[config.mk]
export PLATFORM = sky130hd
export DESIGN_NAME = poly_voice_mixer_flat
export DESIGN_NICKNAME = d
export VERILOG_FILES = /design/src/rtl/synth_pkg.sv /design/src/rtl/poly_voice_mixer_if.sv /design/src/rtl/env_ramp.sv /design/src/rtl/poly_voice_mixer.sv /design/src/flat_wrapper.sv
export SDC_FILE = /design/constraint.sdc
export NUM_CORES = 2
export LEC_CHECK = 0
export CORE_MARGIN = 5
export CORE_UTILIZATION = 52
export CTS_CLUSTER_DIAMETER = 100
export CTS_CLUSTER_SIZE = 40
export DETAILED_ROUTE_END_ITERATION = 10
export GPL_TIMING_DRIVEN = 1
export PLACE_DENSITY_LB_ADDON = 0.08
export SYNTH_ARGS = -nofsm -noshare
export SYNTH_HDL_FRONTEND = slang
export SYNTH_SLANG_ARGS = --single-unit
[constraint.sdc]
create_clock -name clk -period 24.5 [get_ports clk]
set_input_delay 6.125 -clock clk [delete_from_list [all_inputs] [get_ports clk]]
set_output_delay 6.125 -clock clk [all_outputs]
set_load 0.02 [all_outputs]
[src/rtl/synth_pkg.sv]
// Shared synth types and helpers: mixer FSM states, default widths, the saturator
// also used by the waveform generators, and the clamped envelope step.
package synth_pkg;

   localparam int SAMPLE_W_DEF = 24;
   localparam int VOL_W_DEF    = 8;

   typedef enum logic [2:0] {IDLE, LATCH, ACCUM, SCALE, OUT} mix_state_t;

   function automatic logic signed [63:0] sat_signed(input logic signed [63:0] in, input int width);
      logic signed [63:0] hi, lo;
      hi = (64'sd1 <<< (width - 1)) - 64'sd1;
      lo = -hi - 64'sd1;
      if (in > hi) return hi;
      if (in < lo) return lo;
      return in;
   endfunction

   // One frame of linear attack/release, pinned at 0 and 2^width-1 so it never wraps
   function automatic logic [31:0] env_step(input logic [31:0] env, input logic gate,
                                            input logic [31:0] atk, input logic [31:0] rel,
                                            input int width);
      logic [32:0] sum;
      logic [31:0] top;
      top = (32'd1 << width) - 32'd1;
      if (gate) begin
         sum = {1'b0, env} + {1'b0, atk};
         return (sum > {1'b0, top}) ? top : sum[31:0];
      end
      return (rel >= env) ? 32'd0 : env - rel;
   endfunction

endpackage

[src/rtl/poly_voice_mixer_if.sv]
// Voice/control bundle between the waveform side (master) and poly_voice_mixer (slave).
interface poly_voice_mixer_if #(
   parameter int NUM_VOICES = 8,
   parameter int SAMPLE_W   = 24,
   parameter int VOL_W      = 8
);
   logic                                 sample_tick;
   logic [NUM_VOICES-1:0][SAMPLE_W-1:0]  voice_sample;
   logic [NUM_VOICES-1:0][VOL_W-1:0]     voice_vol;
   logic [NUM_VOICES-1:0]                voice_gate;
   logic [VOL_W-1:0]                     attack_step;
   logic [VOL_W-1:0]                     release_step;
   logic [VOL_W-1:0]                     master_vol;
   logic [SAMPLE_W-1:0]                  mixed_sample;
   logic                                 mixed_valid;
   logic                                 clip;
   logic                                 busy;
   logic [7:0]                           drop_cnt;
   logic [VOL_W-1:0]                     peak_level;

   modport master (
      output sample_tick, voice_sample, voice_vol, voice_gate,
             attack_step, release_step, master_vol,
      input  mixed_sample, mixed_valid, clip, busy, drop_cnt, peak_level
   );

   modport slave (
      input  sample_tick, voice_sample, voice_vol, voice_gate,
             attack_step, release_step, master_vol,
      output mixed_sample, mixed_valid, clip, busy, drop_cnt, peak_level
   );
endinterface

[src/rtl/env_ramp.sv]
// Single shared envelope step unit; the mixer feeds it one voice per ACCUM cycle.
module env_ramp
   import synth_pkg::*;
#(
   parameter int VOL_W = VOL_W_DEF
) (
   input  logic [VOL_W-1:0] env,
   input  logic             gate,
   input  logic [VOL_W-1:0] atk,
   input  logic [VOL_W-1:0] rel,
   output logic [VOL_W-1:0] env_nxt
);
   assign env_nxt = VOL_W'(env_step(32'(env), gate, 32'(atk), 32'(rel), VOL_W));
endmodule

[src/rtl/poly_voice_mixer.sv]
// N-voice sequential mixer: per-voice envelope and volume, master scale, saturation.
// Optional peak meter enabled by defining MIXER_PEAK_METER_EN.
module poly_voice_mixer
   import synth_pkg::*;
#(
   parameter int NUM_VOICES = 8,
   parameter int SAMPLE_W   = SAMPLE_W_DEF,
   parameter int VOL_W      = VOL_W_DEF
) (
   input  logic              clk,
   input  logic              reset_n,
   poly_voice_mixer_if.slave mix
);
   localparam int ACC_W  = SAMPLE_W + VOL_W + $clog2(NUM_VOICES) + 1;
   localparam int IDX_W  = (NUM_VOICES > 1) ? $clog2(NUM_VOICES) : 1;
   localparam int PROD_W = ACC_W + VOL_W + 1;
   localparam int SCL_W  = PROD_W - 2 * VOL_W;

   mix_state_t state, state_nxt;
   logic       busy;

   logic [IDX_W-1:0]                    idx;
   logic [NUM_VOICES-1:0][SAMPLE_W-1:0] smp_l;
   logic [NUM_VOICES-1:0][VOL_W-1:0]    vol_l;
   logic [NUM_VOICES-1:0]               gate_l;
   logic [VOL_W-1:0]                    atk_l, rel_l, mvol_l;
   logic [NUM_VOICES-1:0][VOL_W-1:0]    env;

   logic signed [ACC_W-1:0]  acc;
   logic signed [SCL_W-1:0]  scaled;
   logic [SAMPLE_W-1:0]      mixed_sample;
   logic                     mixed_valid, clip;
   logic [7:0]               drop_cnt;

   logic [VOL_W-1:0]              env_nxt, gain;
   logic [2*VOL_W-1:0]            gain_full;
   logic signed [SAMPLE_W+VOL_W:0] term;
   logic signed [PROD_W-1:0]      prod;
   logic signed [63:0]            sat;
   logic                          last_voice;

   env_ramp #(.VOL_W(VOL_W)) u_env_ramp (
      .env     (env[idx]),
      .gate    (gate_l[idx]),
      .atk     (atk_l),
      .rel     (rel_l),
      .env_nxt (env_nxt)
   );

   assign last_voice = (idx == IDX_W'(NUM_VOICES - 1));
   assign gain_full  = {{VOL_W{1'b0}}, vol_l[idx]} * {{VOL_W{1'b0}}, env_nxt};
   assign gain       = VOL_W'(gain_full >> VOL_W);
   assign term       = $signed(smp_l[idx]) * $signed({1'b0, gain});
   assign prod       = acc * $signed({1'b0, mvol_l});
   assign sat        = sat_signed(64'(scaled), SAMPLE_W);

   always_comb begin
      state_nxt = state;
      busy      = 1'b1;
      unique case (state)
         IDLE:  begin
            busy = 1'b0;
            if (mix.sample_tick) state_nxt = LATCH;
         end
         LATCH: state_nxt = ACCUM;
         ACCUM: if (last_voice) state_nxt = SCALE;
         SCALE: state_nxt = OUT;
         OUT:   state_nxt = IDLE;
         default: state_nxt = IDLE;
      endcase
   end

   always_ff @(posedge clk) begin
      if (!reset_n) begin
         state        <= IDLE;
         idx          <= '0;
         smp_l        <= '0;
         vol_l        <= '0;
         gate_l       <= '0;
         atk_l        <= '0;
         rel_l        <= '0;
         mvol_l       <= '0;
         env          <= '0;
         acc          <= '0;
         scaled       <= '0;
         mixed_sample <= '0;
         mixed_valid  <= 1'b0;
         clip         <= 1'b0;
         drop_cnt     <= '0;
      end else begin
         state       <= state_nxt;
         mixed_valid <= 1'b0;
         clip        <= 1'b0;
         // Ticks landing mid-frame (OUT included) are counted, never queued
         if (mix.sample_tick && busy && drop_cnt != 8'hFF) drop_cnt <= drop_cnt + 8'd1;
         unique case (state)
            IDLE: idx <= '0;
            LATCH: begin
               smp_l  <= mix.voice_sample;
               vol_l  <= mix.voice_vol;
               gate_l <= mix.voice_gate;
               atk_l  <= mix.attack_step;
               rel_l  <= mix.release_step;
               mvol_l <= mix.master_vol;
               acc    <= '0;
               idx    <= '0;
            end
            ACCUM: begin
               env[idx] <= env_nxt;
               acc      <= acc + ACC_W'(term);
               idx      <= idx + 1'b1;
            end
            SCALE: scaled <= SCL_W'(prod >>> (2 * VOL_W));
            OUT: begin
               mixed_sample <= SAMPLE_W'(sat);
               mixed_valid  <= 1'b1;
               clip         <= (sat != 64'(scaled));
            end
            default: ;
         endcase
      end
   end

   assign mix.mixed_sample = mixed_sample;
   assign mix.mixed_valid  = mixed_valid;
   assign mix.clip         = clip;
   assign mix.busy         = busy;
   assign mix.drop_cnt     = drop_cnt;

`ifdef MIXER_PEAK_METER_EN
   logic [SAMPLE_W-1:0] neg;
   logic [SAMPLE_W-2:0] mag;
   logic [VOL_W-1:0]    m, peak;

   // |x| clamped to full-scale positive so the most negative sample still reads as peak
   always_comb begin
      neg = -mixed_sample;
      if (!mixed_sample[SAMPLE_W-1]) mag = mixed_sample[SAMPLE_W-2:0];
      else if (neg[SAMPLE_W-1])      mag = '1;
      else                           mag = neg[SAMPLE_W-2:0];
      m = VOL_W'(mag >> (SAMPLE_W - 1 - VOL_W));
   end

   always_ff @(posedge clk) begin
      if (!reset_n)         peak <= '0;
      else if (mixed_valid) peak <= (m > peak) ? m : ((peak == '0) ? '0 : peak - 1'b1);
   end

   assign mix.peak_level = peak;
`else
   assign mix.peak_level = '0;
`endif

endmodule

[src/flat_wrapper.sv]
// flat-port wrapper written by rule: the top's interface ports become plain ports
module poly_voice_mixer_flat import synth_pkg::*;
#(
   parameter int NUM_VOICES = 8,
   parameter int SAMPLE_W   = SAMPLE_W_DEF,
   parameter int VOL_W      = VOL_W_DEF
)
  (clk, reset_n, mix_sample_tick, mix_voice_sample, mix_voice_vol, mix_voice_gate, mix_attack_step, mix_release_step, mix_master_vol, mix_mixed_sample, mix_mixed_valid, mix_clip, mix_busy, mix_drop_cnt, mix_peak_level);
  poly_voice_mixer_if #(.NUM_VOICES(NUM_VOICES), .SAMPLE_W(SAMPLE_W), .VOL_W(VOL_W)) mix_i ();
  input  logic clk;
  input  logic reset_n;
  input wire logic [$bits(mix_i.sample_tick)-1:0] mix_sample_tick;
  input wire logic [$bits(mix_i.voice_sample)-1:0] mix_voice_sample;
  input wire logic [$bits(mix_i.voice_vol)-1:0] mix_voice_vol;
  input wire logic [$bits(mix_i.voice_gate)-1:0] mix_voice_gate;
  input wire logic [$bits(mix_i.attack_step)-1:0] mix_attack_step;
  input wire logic [$bits(mix_i.release_step)-1:0] mix_release_step;
  input wire logic [$bits(mix_i.master_vol)-1:0] mix_master_vol;
  output wire logic [$bits(mix_i.mixed_sample)-1:0] mix_mixed_sample;
  output wire logic [$bits(mix_i.mixed_valid)-1:0] mix_mixed_valid;
  output wire logic [$bits(mix_i.clip)-1:0] mix_clip;
  output wire logic [$bits(mix_i.busy)-1:0] mix_busy;
  output wire logic [$bits(mix_i.drop_cnt)-1:0] mix_drop_cnt;
  output wire logic [$bits(mix_i.peak_level)-1:0] mix_peak_level;
  assign mix_i.sample_tick = mix_sample_tick;
  assign mix_i.voice_sample = mix_voice_sample;
  assign mix_i.voice_vol = mix_voice_vol;
  assign mix_i.voice_gate = mix_voice_gate;
  assign mix_i.attack_step = mix_attack_step;
  assign mix_i.release_step = mix_release_step;
  assign mix_i.master_vol = mix_master_vol;
  assign mix_mixed_sample = mix_i.mixed_sample;
  assign mix_mixed_valid = mix_i.mixed_valid;
  assign mix_clip = mix_i.clip;
  assign mix_busy = mix_i.busy;
  assign mix_drop_cnt = mix_i.drop_cnt;
  assign mix_peak_level = mix_i.peak_level;
  poly_voice_mixer #(.NUM_VOICES(NUM_VOICES), .SAMPLE_W(SAMPLE_W), .VOL_W(VOL_W)) u_core (.clk(clk), .reset_n(reset_n), .mix(mix_i));
endmodule
==> out/metrics.cfg <==
[die]
design.die.area_sq_um=80600
fp.dieW_um=284
fp.coreArea_sq_um=74400
ioPinCount=334
rows=100
die_h_um=284
start_util=0.524

[synthesis]
ys_ff_latch=457
ys_seq_area_frac=0.234
muxShareOfSynthArea=0.0605
synth.avg_cell_area_sq_um=8.52
synth_edf_count=0
synth_compound_area_frac=0.119
synth_common_cells=800 x nand2_1, 580 x inv_1, 457 x dfxtp_1, 442 x fa_1, 440 x a21oi_1
synthAdderAreaFrac=0.296
synth_flop_cell=dfxtp_1
syn-cell-area_sq_um=39000
synth_top_cell_by_area=dfxtp_1
synthCells=4581
synth_top_family_by_area=adder cells
synthSimpleGateAreaFrac=0.188
ys_async_sr_fraction=0
yosysWarnings=0
synth-xor-area-share=0.0150
synth_most_common_cell=nand2_1
synth_top_area_share=0.234
synth_area_leaders=dfxtp_1 23%, fa_1 23%, nand2_1 7.7%
ys_types=78

[worst_hold_path]
min_from=u_core.smp_l[5]
hold_class=register to register

[drt]
wl_per_cell_um=17.5
routed-via-count=30581
detail_route.vias_per_cell=5.37
drcViolationCount=0
postRouteAntennaNets=0
dr.pass1.iters=5
drt_iter0_drc=2060
routed_wirelength_mm=99.9

[clock_network]
clkLatencyLatePin_ns=0.65
numCtsBuffers=25
htree_levels=1
cts_tree=built
cts_hold_buffers=0
clk_pin_slew_ns=0.12
cts.sinks=457
root_buffer=clkbuf_16
cts_setup_buffers=0
cts.repair.resized=0
clockBufferDepth=3

[cells_and_area]
seq_area_sq_um=9160
drive_gt1_frac=0.0553
utilization=0.590
nFillCells=6729
multi_input_area_sq_um=26600
area_growth_pct=12.5
nNetsFinal=5650

[power_and_ir_drop]
power_density_nw_per_um2=38.0
peakVddDrop_uv=57.8
p_leak_nw=19.0

[worst_setup_path]
crit_fanout=34
critical_path.startpoint_type=register
path_common_cell=fa_1
critPathCaptureType=register
crit_arrival_ns=14.72
r2r_start=u_core.idx[0]
slowest_delay_ns=0.71
startpoint=u_core.idx[0]
cp_data_required_time_ns=24.95
slowest_stage=dfxtp_4
critPathKind=register to register

[timing]
tns_ns=0
hold_viol=0
slew_violations=0
relSlewSlack=0.204
post-route-min-period_ns=14.27
setup_viol=0
finalClockSkew_ns=0.0881
rsz0062_at_grt=false
fmax_ghz=0.0701
worst_pin_slew_ns=1.16
fin_ws_ns=10.23
finalCritPeriodShare=0.583

[global_routing]
antenna_found_initial=7
grt_pass1_vias=30440
grt_usage=0.242
grt_pass1_wl_mm=163
grt_overflow=0
grt_max_degree=218

[place]
dp_slack_ns=10.21
hpwl_mm=78.2
portBuffers=325
gp_congestion=0.876

[job]
cap_viol_max_count=0

[run_status]
status=completed

[where the power goes]
part           total [mW]  internal, mW  leakage, nW  switching (mW)
Combinational       0.320         0.130         14.8           0.190
Clock               0.560         0.233        0.504           0.327
Sequential          0.790         0.772         3.71          0.0181
[layer usage]
| metal | up-vias | share of wire | global-route usage |
|---|---|---|---|
| met4 | 4 | 0.016 | 0.0409 |
| met5 | - | 0.00028 | 0 |
| met2 | 576 | 0.46 | 0.393 |
| li1 | 14937 | - | - |
| met1 | 14993 | 0.47 | 0.355 |
| met3 | 71 | 0.050 | 0.0335 |
[sequential cells by signal (all words and copies together), names as in the netlist, 24 cells and up]
signal	count
u_core.vol_l	64
u_core.smp_l	192
u_core.mix.mixed_sample	24
u_core.scaled	29
u_core.env	64
u_core.acc	36
[cell usage in the layout (no fill, tap or decap), types with 13 or more instances in the layout]
cell type	synthesis	layout
nand2_1	800	800
nand4_1	21	21
fa_1	442	442
and3_1	13	13
clkbuf_16	0	25
a22oi_1	20	20
a21o_1	41	41
xnor2_1	33	32
xor2_1	32	30
ha_1	216	216
a21oi_1	440	439
buf_4	9	54
a211oi_1	66	66
or2_2	19	19
a31oi_1	31	31
nor3_1	57	57
nand2b_1	90	90
clkdlybuf4s50_1	0	325
and2_1	199	199
mux2i_1	33	33
dfxtp_1	457	454
mux4_2	82	82
inv_1	580	579
nor2_1	301	300
nor3_2	21	21
o21ai_0	81	81
nand3_1	25	25
nor2b_1	27	27
[per-stage QoR]
stage,instances,instance area [sq um],hold WS [ns],power (mW)
6_report,5695,43900,0.459,1.67
5_1_grt,5690,43900,0.474,1.75
4_1_cts,5689,43900,0.461,1.69
3_5_place_dp,5643,42800,0.443,1.13
3_3_place_gp,5643,42800,0.439,1.12
2_1_floorplan,4588,39100,0.433,1.00
[layout make-up]
class,instances,area share
diodes,6,0.000342
clock inverters,21,0.0107
inverters,580,0.0497
clock buffers,25,0.0142
multi-input cells,3257,0.605
flip-flops and latches,457,0.209
repair buffers,380,0.0838
well taps,969,0.0276
[cells by family after synthesis]
family	Yosys count
fa+ha+maj	658
mux	130
simple gates	1612
buf+inv	874
xor+xnor	66
compound gates	783
flops	457
other cells	1
[worst max-delay path, delay by kind of cell (launching register included)]
kind	cells	cell delay, ns
adder cells (fa/ha/maj)	12	5.55
AO/OA/AOI/OAI	13	3.64
AND/OR/NAND/NOR	10	1.57
buffers and inverters	10	1.52
multiplexers	2	0.92
flip-flops	1	0.71
XOR/XNOR	1	0.13
[worst paths after layout]
check / to / slack, ns / cells after the start
min reg2reg: u_core.smp_l[5] / 0.46 / 2
max reg2reg: u_core.acc[33] / 10.23 / 48
min: u_core.smp_l[5] / 0.46 / 2
max: u_core.acc[33] / 10.23 / 48
Note: power is estimated with default switching activity, not from simulation.
